==> src/rtl/overcooked_pkg.sv <==
// Shared types and widths for the order board sequencer.
package overcooked_pkg;

    typedef logic [3:0] dish_t;

    localparam dish_t DISH_NONE      = 4'd0;
    localparam int    NUM_ORDERS_DEF = 4;
    localparam int    TIME_W         = 5;
    localparam int    SCORE_W        = 10;
    localparam int    SCORE_MAX      = (1 << SCORE_W) - 1;

    typedef enum logic [1:0] {
        ST_IDLE  = 2'd0,
        ST_RUN   = 2'd1,
        ST_PAUSE = 2'd2
    } sched_state_t;

endpackage

==> src/rtl/order_scheduler_if.sv <==
// Control, serve and board-display signals of the order scheduler.
interface order_scheduler_if
    import overcooked_pkg::*;
#(
    parameter int NUM_ORDERS = NUM_ORDERS_DEF
);
    logic                                start;
    logic                                pause;
    logic                                stop;
    logic                                tick;
    logic [1:0]                          serve_req;
    dish_t [1:0]                         serve_dish;
    logic [NUM_ORDERS-1:0]               orders;
    dish_t [NUM_ORDERS-1:0]              order_dishes;
    logic [NUM_ORDERS-1:0][TIME_W-1:0]   order_times;
    logic [SCORE_W-1:0]                  point_total;
    logic [1:0]                          serve_ack;
    logic [1:0]                          serve_nack;
    logic                                running;

    modport master (
        output start, pause, stop, tick, serve_req, serve_dish,
        input  orders, order_dishes, order_times, point_total,
               serve_ack, serve_nack, running
    );

    modport slave (
        input  start, pause, stop, tick, serve_req, serve_dish,
        output orders, order_dishes, order_times, point_total,
               serve_ack, serve_nack, running
    );
endinterface

==> src/rtl/order_lfsr.sv <==
// 8-bit maximal-length Fibonacci LFSR (taps 8,6,5,4) used to pick spawned dishes.
module order_lfsr #(
    parameter logic [7:0] SEED = 8'hA5
) (
    input  logic       clk,
    input  logic       rst_n,
    input  logic       en,
    output logic [7:0] value
);
    logic [7:0] lfsr_q, lfsr_d;

    // Shift in the tap parity only while enabled.
    always_comb begin
        lfsr_d = lfsr_q;
        if (en) begin
            lfsr_d = {lfsr_q[6:0], lfsr_q[7] ^ lfsr_q[5] ^ lfsr_q[4] ^ lfsr_q[3]};
        end
    end

    // Seed on reset; the seed must be nonzero or the sequence locks up.
    always_ff @(posedge clk or negedge rst_n) begin
        if (!rst_n) lfsr_q <= SEED;
        else        lfsr_q <= lfsr_d;
    end

    assign value = lfsr_q;
endmodule

==> src/rtl/order_scheduler.sv <==
// Order board sequencer: spawns orders, ages them on the game tick,
// arbitrates the two serving counters and keeps the score.
module order_scheduler
    import overcooked_pkg::*;
#(
    parameter int         NUM_ORDERS     = NUM_ORDERS_DEF,
    parameter int         NUM_DISHES     = 3,
    parameter int         ORDER_TIME     = 20,
    parameter int         SPAWN_INTERVAL = 8,
    parameter int         POINTS_BASE    = 20,
    parameter int         PENALTY        = 10,
    parameter logic [7:0] LFSR_SEED      = 8'hA5
) (
    input  logic             clk,
    input  logic             rst_n,
    order_scheduler_if.slave bus
);
    localparam int IDX_W = (NUM_ORDERS > 1) ? $clog2(NUM_ORDERS) : 1;
    localparam int CNT_W = $clog2(SPAWN_INTERVAL + 1);
    localparam int SUM_W = SCORE_W + 2;

    typedef struct packed {
        logic             found;
        logic [IDX_W-1:0] idx;
    } pick_t;

    sched_state_t                      state_q, state_d;
    logic [NUM_ORDERS-1:0]             valid_q, valid_d;
    dish_t [NUM_ORDERS-1:0]            dish_q, dish_d;
    logic [NUM_ORDERS-1:0][TIME_W-1:0] time_q, time_d;
    logic [SCORE_W-1:0]                score_q, score_d;
    logic [CNT_W-1:0]                  cnt_q, cnt_d;
    logic                              pend_q, pend_d;
    logic                              rr_q, rr_d;
    logic                              running_q, running_d;
    logic [1:0]                        ack_q, ack_d, nack_q, nack_d;

    logic [7:0]            lfsr_val;
    logic                  lfsr_en;
    logic                  run_active;
    dish_t                 spawn_dish;
    logic [7:0]            dish_mod;
    pick_t                 pick0, pick1, pick_alt;
    logic [NUM_ORDERS-1:0] excl_mask;
    logic                  contend;
    logic [1:0]            grant;
    logic [IDX_W-1:0]      gidx0, gidx1;
    logic [NUM_ORDERS-1:0] served;
    int                    pen_cnt;
    logic                  free_found, fill, wrap;
    logic [IDX_W-1:0]      free_idx;
    logic [SUM_W-1:0]      gain, up, pen;

    assign lfsr_en    = (state_q == ST_RUN);
    assign run_active = (state_q == ST_RUN) && !bus.start;

    order_lfsr #(.SEED(LFSR_SEED)) u_lfsr (
        .clk   (clk),
        .rst_n (rst_n),
        .en    (lfsr_en),
        .value (lfsr_val)
    );

    // Open slot holding the wanted dish with the least time left; ties keep the lowest index.
    function automatic pick_t find_best(input dish_t want, input logic [NUM_ORDERS-1:0] excl);
        pick_t            p;
        logic [TIME_W-1:0] best_t;
        p      = '0;
        best_t = '1;
        for (int i = 0; i < NUM_ORDERS; i++) begin
            if (valid_q[i] && !excl[i] && want != DISH_NONE && dish_q[i] == want &&
                (!p.found || time_q[i] < best_t)) begin
                p.found = 1'b1;
                p.idx   = IDX_W'(i);
                best_t  = time_q[i];
            end
        end
        return p;
    endfunction

    // Serve arbitration: when both counters target the same best slot the
    // round-robin winner takes it and the loser falls back to the next candidate.
    always_comb begin
        pick0     = find_best(bus.serve_dish[0], '0);
        pick1     = find_best(bus.serve_dish[1], '0);
        excl_mask = NUM_ORDERS'(1) << pick0.idx;
        pick_alt  = find_best(bus.serve_dish[0], excl_mask);
        contend   = run_active && (&bus.serve_req) && pick0.found && pick1.found &&
                    (pick0.idx == pick1.idx);
        grant     = 2'b00;
        gidx0     = pick0.idx;
        gidx1     = pick1.idx;
        if (run_active) begin
            grant[0] = bus.serve_req[0] && pick0.found;
            grant[1] = bus.serve_req[1] && pick1.found;
            if (contend) begin
                if (!rr_q) begin
                    grant[1] = pick_alt.found;
                    gidx1    = pick_alt.idx;
                end else begin
                    grant[0] = pick_alt.found;
                    gidx0    = pick_alt.idx;
                end
            end
        end
        served = '0;
        if (grant[0]) served = served | (NUM_ORDERS'(1) << gidx0);
        if (grant[1]) served = served | (NUM_ORDERS'(1) << gidx1);
    end

    // Next-state for the FSM, board, spawn logic and score.
    always_comb begin
        state_d    = state_q;
        valid_d    = valid_q;
        dish_d     = dish_q;
        time_d     = time_q;
        score_d    = score_q;
        cnt_d      = cnt_q;
        pend_d     = pend_q;
        rr_d       = rr_q;
        ack_d      = grant;
        nack_d     = bus.serve_req & ~grant;
        pen_cnt    = 0;
        free_found = 1'b0;
        free_idx   = '0;
        fill       = 1'b0;
        wrap       = 1'b0;
        gain       = '0;
        up         = '0;
        pen        = '0;
        dish_mod   = lfsr_val % 8'(NUM_DISHES);
        spawn_dish = dish_mod[3:0] + 4'd1;

        case (state_q)
            ST_IDLE:  if (bus.start) state_d = ST_RUN;
            ST_RUN: begin
                if (bus.start)      state_d = ST_RUN;
                else if (bus.stop)  state_d = ST_IDLE;
                else if (bus.pause) state_d = ST_PAUSE;
            end
            ST_PAUSE: begin
                if (bus.start)       state_d = ST_RUN;
                else if (bus.stop)   state_d = ST_IDLE;
                else if (!bus.pause) state_d = ST_RUN;
            end
            default:  state_d = ST_IDLE;
        endcase

        if (bus.start) begin
            valid_d = '0;
            dish_d  = '0;
            time_d  = '0;
            score_d = '0;
            cnt_d   = '0;
            pend_d  = 1'b1;
        end else if (run_active) begin
            if (contend) rr_d = ~rr_q;

            // A serve beats an expiry on the same slot and is scored on pre-tick time.
            for (int i = 0; i < NUM_ORDERS; i++) begin
                if (served[i]) begin
                    valid_d[i] = 1'b0;
                    dish_d[i]  = DISH_NONE;
                    time_d[i]  = '0;
                end else if (valid_q[i] && bus.tick) begin
                    if (time_q[i] == TIME_W'(1)) begin
                        valid_d[i] = 1'b0;
                        dish_d[i]  = DISH_NONE;
                        time_d[i]  = '0;
                        pen_cnt++;
                    end else begin
                        time_d[i] = time_q[i] - TIME_W'(1);
                    end
                end
            end

            if (bus.tick) begin
                if (cnt_q == CNT_W'(SPAWN_INTERVAL - 1)) begin
                    cnt_d = '0;
                    wrap  = 1'b1;
                end else begin
                    cnt_d = cnt_q + CNT_W'(1);
                end
            end

            // Slots freed this cycle only become available on the next one.
            for (int i = NUM_ORDERS - 1; i >= 0; i--) begin
                if (!valid_q[i]) begin
                    free_found = 1'b1;
                    free_idx   = IDX_W'(i);
                end
            end
            fill = pend_q && free_found;
            if (fill) begin
                valid_d[free_idx] = 1'b1;
                dish_d[free_idx]  = spawn_dish;
                time_d[free_idx]  = TIME_W'(ORDER_TIME);
            end
            pend_d = (pend_q && !fill) || wrap;

            if (grant[0]) gain = gain + SUM_W'(POINTS_BASE) + SUM_W'(time_q[gidx0]);
            if (grant[1]) gain = gain + SUM_W'(POINTS_BASE) + SUM_W'(time_q[gidx1]);
            up = SUM_W'(score_q) + gain;
            if (up > SUM_W'(SCORE_MAX)) up = SUM_W'(SCORE_MAX);
            pen     = SUM_W'(pen_cnt * PENALTY);
            score_d = (up >= pen) ? SCORE_W'(up - pen) : '0;
        end

        running_d = (state_d == ST_RUN);
    end

    // State registers with asynchronous clear.
    always_ff @(posedge clk or negedge rst_n) begin
        if (!rst_n) begin
            state_q   <= ST_IDLE;
            valid_q   <= '0;
            dish_q    <= '0;
            time_q    <= '0;
            score_q   <= '0;
            cnt_q     <= '0;
            pend_q    <= 1'b0;
            rr_q      <= 1'b0;
            running_q <= 1'b0;
            ack_q     <= 2'b00;
            nack_q    <= 2'b00;
        end else begin
            state_q   <= state_d;
            valid_q   <= valid_d;
            dish_q    <= dish_d;
            time_q    <= time_d;
            score_q   <= score_d;
            cnt_q     <= cnt_d;
            pend_q    <= pend_d;
            rr_q      <= rr_d;
            running_q <= running_d;
            ack_q     <= ack_d;
            nack_q    <= nack_d;
        end
    end

    assign bus.orders       = valid_q;
    assign bus.order_dishes = dish_q;
    assign bus.order_times  = time_q;
    assign bus.point_total  = score_q;
    assign bus.serve_ack    = ack_q;
    assign bus.serve_nack   = nack_q;
    assign bus.running      = running_q;
endmodule

==> src/flat_wrapper.sv <==
// flat-port wrapper written by rule: the top's interface ports become plain ports
module order_scheduler_flat import overcooked_pkg::*;
#(
    parameter int         NUM_ORDERS     = NUM_ORDERS_DEF,
    parameter int         NUM_DISHES     = 3,
    parameter int         ORDER_TIME     = 20,
    parameter int         SPAWN_INTERVAL = 8,
    parameter int         POINTS_BASE    = 20,
    parameter int         PENALTY        = 10,
    parameter logic [7:0] LFSR_SEED      = 8'hA5
)
  (clk, rst_n, bus_start, bus_pause, bus_stop, bus_tick, bus_serve_req, bus_serve_dish, bus_orders, bus_order_dishes, bus_order_times, bus_point_total, bus_serve_ack, bus_serve_nack, bus_running);
  order_scheduler_if #(.NUM_ORDERS(NUM_ORDERS)) bus_i ();
  input  logic clk;
  input  logic rst_n;
  input wire logic [$bits(bus_i.start)-1:0] bus_start;
  input wire logic [$bits(bus_i.pause)-1:0] bus_pause;
  input wire logic [$bits(bus_i.stop)-1:0] bus_stop;
  input wire logic [$bits(bus_i.tick)-1:0] bus_tick;
  input wire logic [$bits(bus_i.serve_req)-1:0] bus_serve_req;
  input wire logic [$bits(bus_i.serve_dish)-1:0] bus_serve_dish;
  output wire logic [$bits(bus_i.orders)-1:0] bus_orders;
  output wire logic [$bits(bus_i.order_dishes)-1:0] bus_order_dishes;
  output wire logic [$bits(bus_i.order_times)-1:0] bus_order_times;
  output wire logic [$bits(bus_i.point_total)-1:0] bus_point_total;
  output wire logic [$bits(bus_i.serve_ack)-1:0] bus_serve_ack;
  output wire logic [$bits(bus_i.serve_nack)-1:0] bus_serve_nack;
  output wire logic [$bits(bus_i.running)-1:0] bus_running;
  assign bus_i.start = bus_start;
  assign bus_i.pause = bus_pause;
  assign bus_i.stop = bus_stop;
  assign bus_i.tick = bus_tick;
  assign bus_i.serve_req = bus_serve_req;
  assign bus_i.serve_dish = bus_serve_dish;
  assign bus_orders = bus_i.orders;
  assign bus_order_dishes = bus_i.order_dishes;
  assign bus_order_times = bus_i.order_times;
  assign bus_point_total = bus_i.point_total;
  assign bus_serve_ack = bus_i.serve_ack;
  assign bus_serve_nack = bus_i.serve_nack;
  assign bus_running = bus_i.running;
  order_scheduler #(.NUM_ORDERS(NUM_ORDERS), .NUM_DISHES(NUM_DISHES), .ORDER_TIME(ORDER_TIME), .SPAWN_INTERVAL(SPAWN_INTERVAL), .POINTS_BASE(POINTS_BASE), .PENALTY(PENALTY), .LFSR_SEED(LFSR_SEED)) u_core (.clk(clk), .rst_n(rst_n), .bus(bus_i));
endmodule
==> config.mk <==
export PLATFORM = sky130hd
export DESIGN_NAME = order_scheduler_flat
export DESIGN_NICKNAME = d
export VERILOG_FILES = /design/src/rtl/overcooked_pkg.sv /design/src/rtl/order_scheduler_if.sv /design/src/rtl/order_lfsr.sv /design/src/rtl/order_scheduler.sv /design/src/flat_wrapper.sv
export SDC_FILE = /design/constraint.sdc
export NUM_CORES = 1
export LEC_CHECK = 0
export BUFFER_PORTS_ARGS = -buffer_cell sky130_fd_sc_hd__clkbuf_2
export CORE_MARGIN = 8
export CORE_UTILIZATION = 35
export DETAILED_ROUTE_END_ITERATION = 16
export PLACE_DENSITY_LB_ADDON = 0.15
export SLEW_MARGIN = 5
export SYNTH_ARGS = -nofsm -noshare
export SYNTH_HDL_FRONTEND = slang
export SYNTH_HIERARCHICAL = 1
export SYNTH_SLANG_ARGS = --single-unit
==> constraint.sdc <==
create_clock -name clk -period 33.6 [get_ports clk]
set_clock_uncertainty 0.2 [all_clocks]
set_input_delay 5.04 -clock clk [delete_from_list [all_inputs] [get_ports clk]]
set_output_delay 5.04 -clock clk [all_outputs]
set_load 0.03 [all_outputs]
==> flow_summary.yaml <==
floorplanning:
  core_area_mm2: 0.0226
  start_util_pct: 35.6
  io_pins: 71
  row_count: 55
  die_area_mm2: 0.0281
  die_h_um: 168
  die_w_um: 168
timing:
  layout_setup_ws_ns: 11.54
  fmax_ghz: 0.0453
  hold_viol_final: 0
  maxSlewHeadroom_pct: 23.5
  grt_setup_unrepaired: "no"
  fin_crit_sh_pct: 65.6
  drv_slew: 0
  fin_crit_ns: 22.06
  max_slew.worst_pin.slew_ns: 1.14
  fin_tns_setup_ns: 0
  setup_viol: 0
power:
  comb_power_share_pct: 49.5
  seqPwrFrac_pct: 28.1
  p_sw_mw: 0.199
  p_per_area_mw_per_mm2: 48.8
  p_int_mw: 0.238
  vdd_drop_max_v: 0.0000497
  pwr-share-clk_pct: 22.4
  p_sw_share_pct: 45.5
  leakage_nw: 4.09
synthesis:
  postSynth.asyncResetShare_pct: 100
  netlist.area_leader.share_pct: 20.8
  synth_compound_area_share_pct: 26.2
  synth_flop_cell: "dfrtp_1"
  synth.area.top_cells: "dfrtp_1 21%, ha_1 12%, nand2_1 5.1%, xnor2_1 4.7%, o21ai_0 4.5%"
  synth_fp_nets: 1103
  yosys.area_share.simple_pct: 21.2
  yosysUniqueCellTypes: 88
  synth_top_area_cell: "dfrtp_1"
  synthCells: 1007
  synth-seq-cells: 71
  synthAdderAreaFrac_pct: 13.1
  synth_mux_area_share_pct: 6.19
  yosys_warnings: 6
  synth-xor-area-share_pct: 6.71
  synthesis.area_mm2: 0.00806
  synth-seq-area-share_pct: 22.1
  synth_top_family_by_area: "compound AO/OA/AOI/OAI gates"
  synth-edff-count: 0
  post_synth.cell_area_avg_um2: 8.00
critical_path:
  cp-startpoint: "bus_serve_dish[1]"
  crit_slowest_cell: "o21ai_0"
  cpMostUsedCell: "ha_1"
  path_class: "input pin to flop"
  start_kind: "input pin"
  crit_arrival_ns: 22.08
  cp_max_fo: 12
  required_ns: 33.63
  cp-end-kind: "flop"
  cpPeakStageDelay_ns: 0.93
  r2r-start: "u_core/bus.orders[0]$_DFFE_PN0P_"
grt:
  use_met1_pct: 25.5
  grt_util_all_layers_pct: 19.5
  antenna_found_initial: 1
  met2_usage_pct: 31.9
  met3_usage_pct: 2.66
  first_global_vias: 7579
  grt_max_degree: 72
  overflow: 0
  grt_pass1_wl_mm: 43.3
  gr-max-usage-layer: "met2"
clocking:
  clockRootBuffer: "clkbuf_16"
  clk_pin_slew_ns: 0.06
  clock-sinks: 71
  cts.path.max_buffers: 2
  hold_buffers: 0
  ctsHtreeMaxLevel: 3
  clock_latency_ns: 0.35
  postCtsSetupBuffers: 0
  tritoncts: "done"
  cts_made_buffers: 9
  ctsResizeCount: 0
routing:
  ant_nets: 0
  drt-initial-drc-count: 481
  drc: 0
  drt_first_pass_iters: 7
  wl_mm: 27.7
  wl_per_cell_um: 20.6
  vias: 7742
  vias_per_cell: 5.76
layout:
  syn2layout_area_growth_pct: 11.1
  filler_cell_count: 2350
  final_common_cell: "nand2_1"
  final_cell_mix: "110 x nand2_1, 83 x nor2_1, 76 x ha_1, 73 x o21ai_0, 69 x clkbuf_2"
  antenna_cells: 0
  drive_above_1_share_pct: 14.9
  multi_input_area_mm2: 0.00592
  nNetsFinal: 1150
  regArea_mm2: 0.00178
placed_design:
  dp_slack_ns: 11.49
  io_buffers: 70
  hpwl_mm: 20.9
  gp_congestion: 0.943
hold_path:
  hold_class: "flop to flop"
  min_from: "u_core/bus.point_total[4]$_DFFE_PN0P_"
flow_run:
  drv_cap: 0
status:
  status: "completed"
[cell families after synthesis]
group / count (synthesis)
AND/OR/NAND/NOR: 351
AO/OA/AOI/OAI: 307
buffers and inverters: 90
adder cells (fa/ha/maj): 82
flip-flops: 71
XOR/XNOR: 60
multiplexers: 46
[registers in the layout, summed over array words and instances (netlist names)]
signal	cells
u_core/bus.order_dishes	16
u_core/bus.order_times	20
u_core/bus.orders	4
u_core/bus.point_total	10
u_core/bus.running	1
u_core/bus.serve_ack	2
u_core/bus.serve_nack	2
u_core/cnt_q	4
u_core/pend_q	1
u_core/rr_q	1
u_core/state_q	2
u_core/u_lfsr/value	8
[synth_stat cells, types with 5 or more instances]
| library cell | n |
|---|---|
| a22o_1 | 10 |
| and2_1 | 12 |
| a21oi_1 | 66 |
| clkbuf_1 | 30 |
| ha_1 | 76 |
| buf_2 | 9 |
| nand3_1 | 25 |
| nand2_1 | 110 |
| or3_1 | 10 |
| o21ai_1 | 6 |
| or4_1 | 6 |
| nand2b_1 | 15 |
| o31ai_1 | 7 |
| a31oi_1 | 13 |
| xor2_1 | 16 |
| a211oi_1 | 12 |
| o21ai_0 | 73 |
| mux2_2 | 27 |
| nand4_1 | 14 |
| nor3_1 | 21 |
| a22oi_1 | 13 |
| inv_1 | 46 |
| a41oi_1 | 5 |
| dfrtp_1 | 67 |
| mux2i_1 | 18 |
| nor4_1 | 6 |
| a21o_1 | 21 |
| nor2b_1 | 14 |
| o211ai_1 | 12 |
| nor2_1 | 83 |
| or2_2 | 8 |
| o21a_1 | 7 |
| xnor2_1 | 43 |
| o22ai_1 | 12 |
[power groups by stage]
stage / registers (mW) / logic, mW / clock network, mW
3_5_place_dp: 0.124 / 0.216 / 0
2_1_floorplan: 0.122 / 0.163 / 0
3_3_place_gp: 0.124 / 0.215 / 0
4_1_cts: 0.123 / 0.216 / 0.101
6_report: 0.123 / 0.216 / 0.0976
5_1_grt: 0.126 / 0.241 / 0.104
[critical path: cells and delay by family]
kind	cells	cell delay (ns)
AO/OA/AOI/OAI	33	7.45
XOR/XNOR	3	0.49
AND/OR/NAND/NOR	25	4.39
adder cells (fa/ha/maj)	12	3.37
multiplexers	2	0.70
buffers and inverters	6	0.66
[per-stage QoR]
stage	total power, mW	hold slack (ns)	cell area (um^2)	instances	utilization, %
final	0.436	0.335	8950	1344	39.5
after global routing	0.471	0.350	8950	1344	39.5
after CTS	0.440	0.337	8950	1344	39.5
after detailed placement	0.340	0.329	8650	1328	38.2
after global placement	0.340	0.321	8650	1328	38.2
after floorplan	0.285	0.296	8060	1007	-
[cell type report]
cell class	count	share of cell area [%]
Timing Repair Buffer	80	4.78
Tap cell	285	3.98
Clock inverter	7	0.797
Inverter	46	1.93
Multi-Input combinational cell	846	66.1
Clock buffer	9	2.52
Sequential cell	71	19.9
[metal layers]
metal | up-vias | wire [um]
met3 | 44 | 1330
met1 | 3699 | 12600
met2 | 210 | 12900
met4 | 2 | 826
li1 | 3787 | -
met5 | - | 14
[worst paths after layout]
path                            depth (start not counted)                                      to  slack, ns
max in group asynchronous                               1  u_core/bus.order_dishes[1]$_DFFE_PN0P_      27.95
worst min register to register                          2   u_core/bus.point_total[4]$_DFFE_PN0P_       0.33
worst min-delay path                                    2   u_core/bus.point_total[4]$_DFFE_PN0P_       0.33
worst max-delay path                                   81   u_core/bus.point_total[9]$_DFFE_PN0P_      11.54
worst max register to register                         79   u_core/bus.point_total[9]$_DFFE_PN0P_      15.79
min in group asynchronous                               1   u_core/bus.point_total[4]$_DFFE_PN0P_       4.62
No activity file was read; power rests on OpenSTA's default activity.
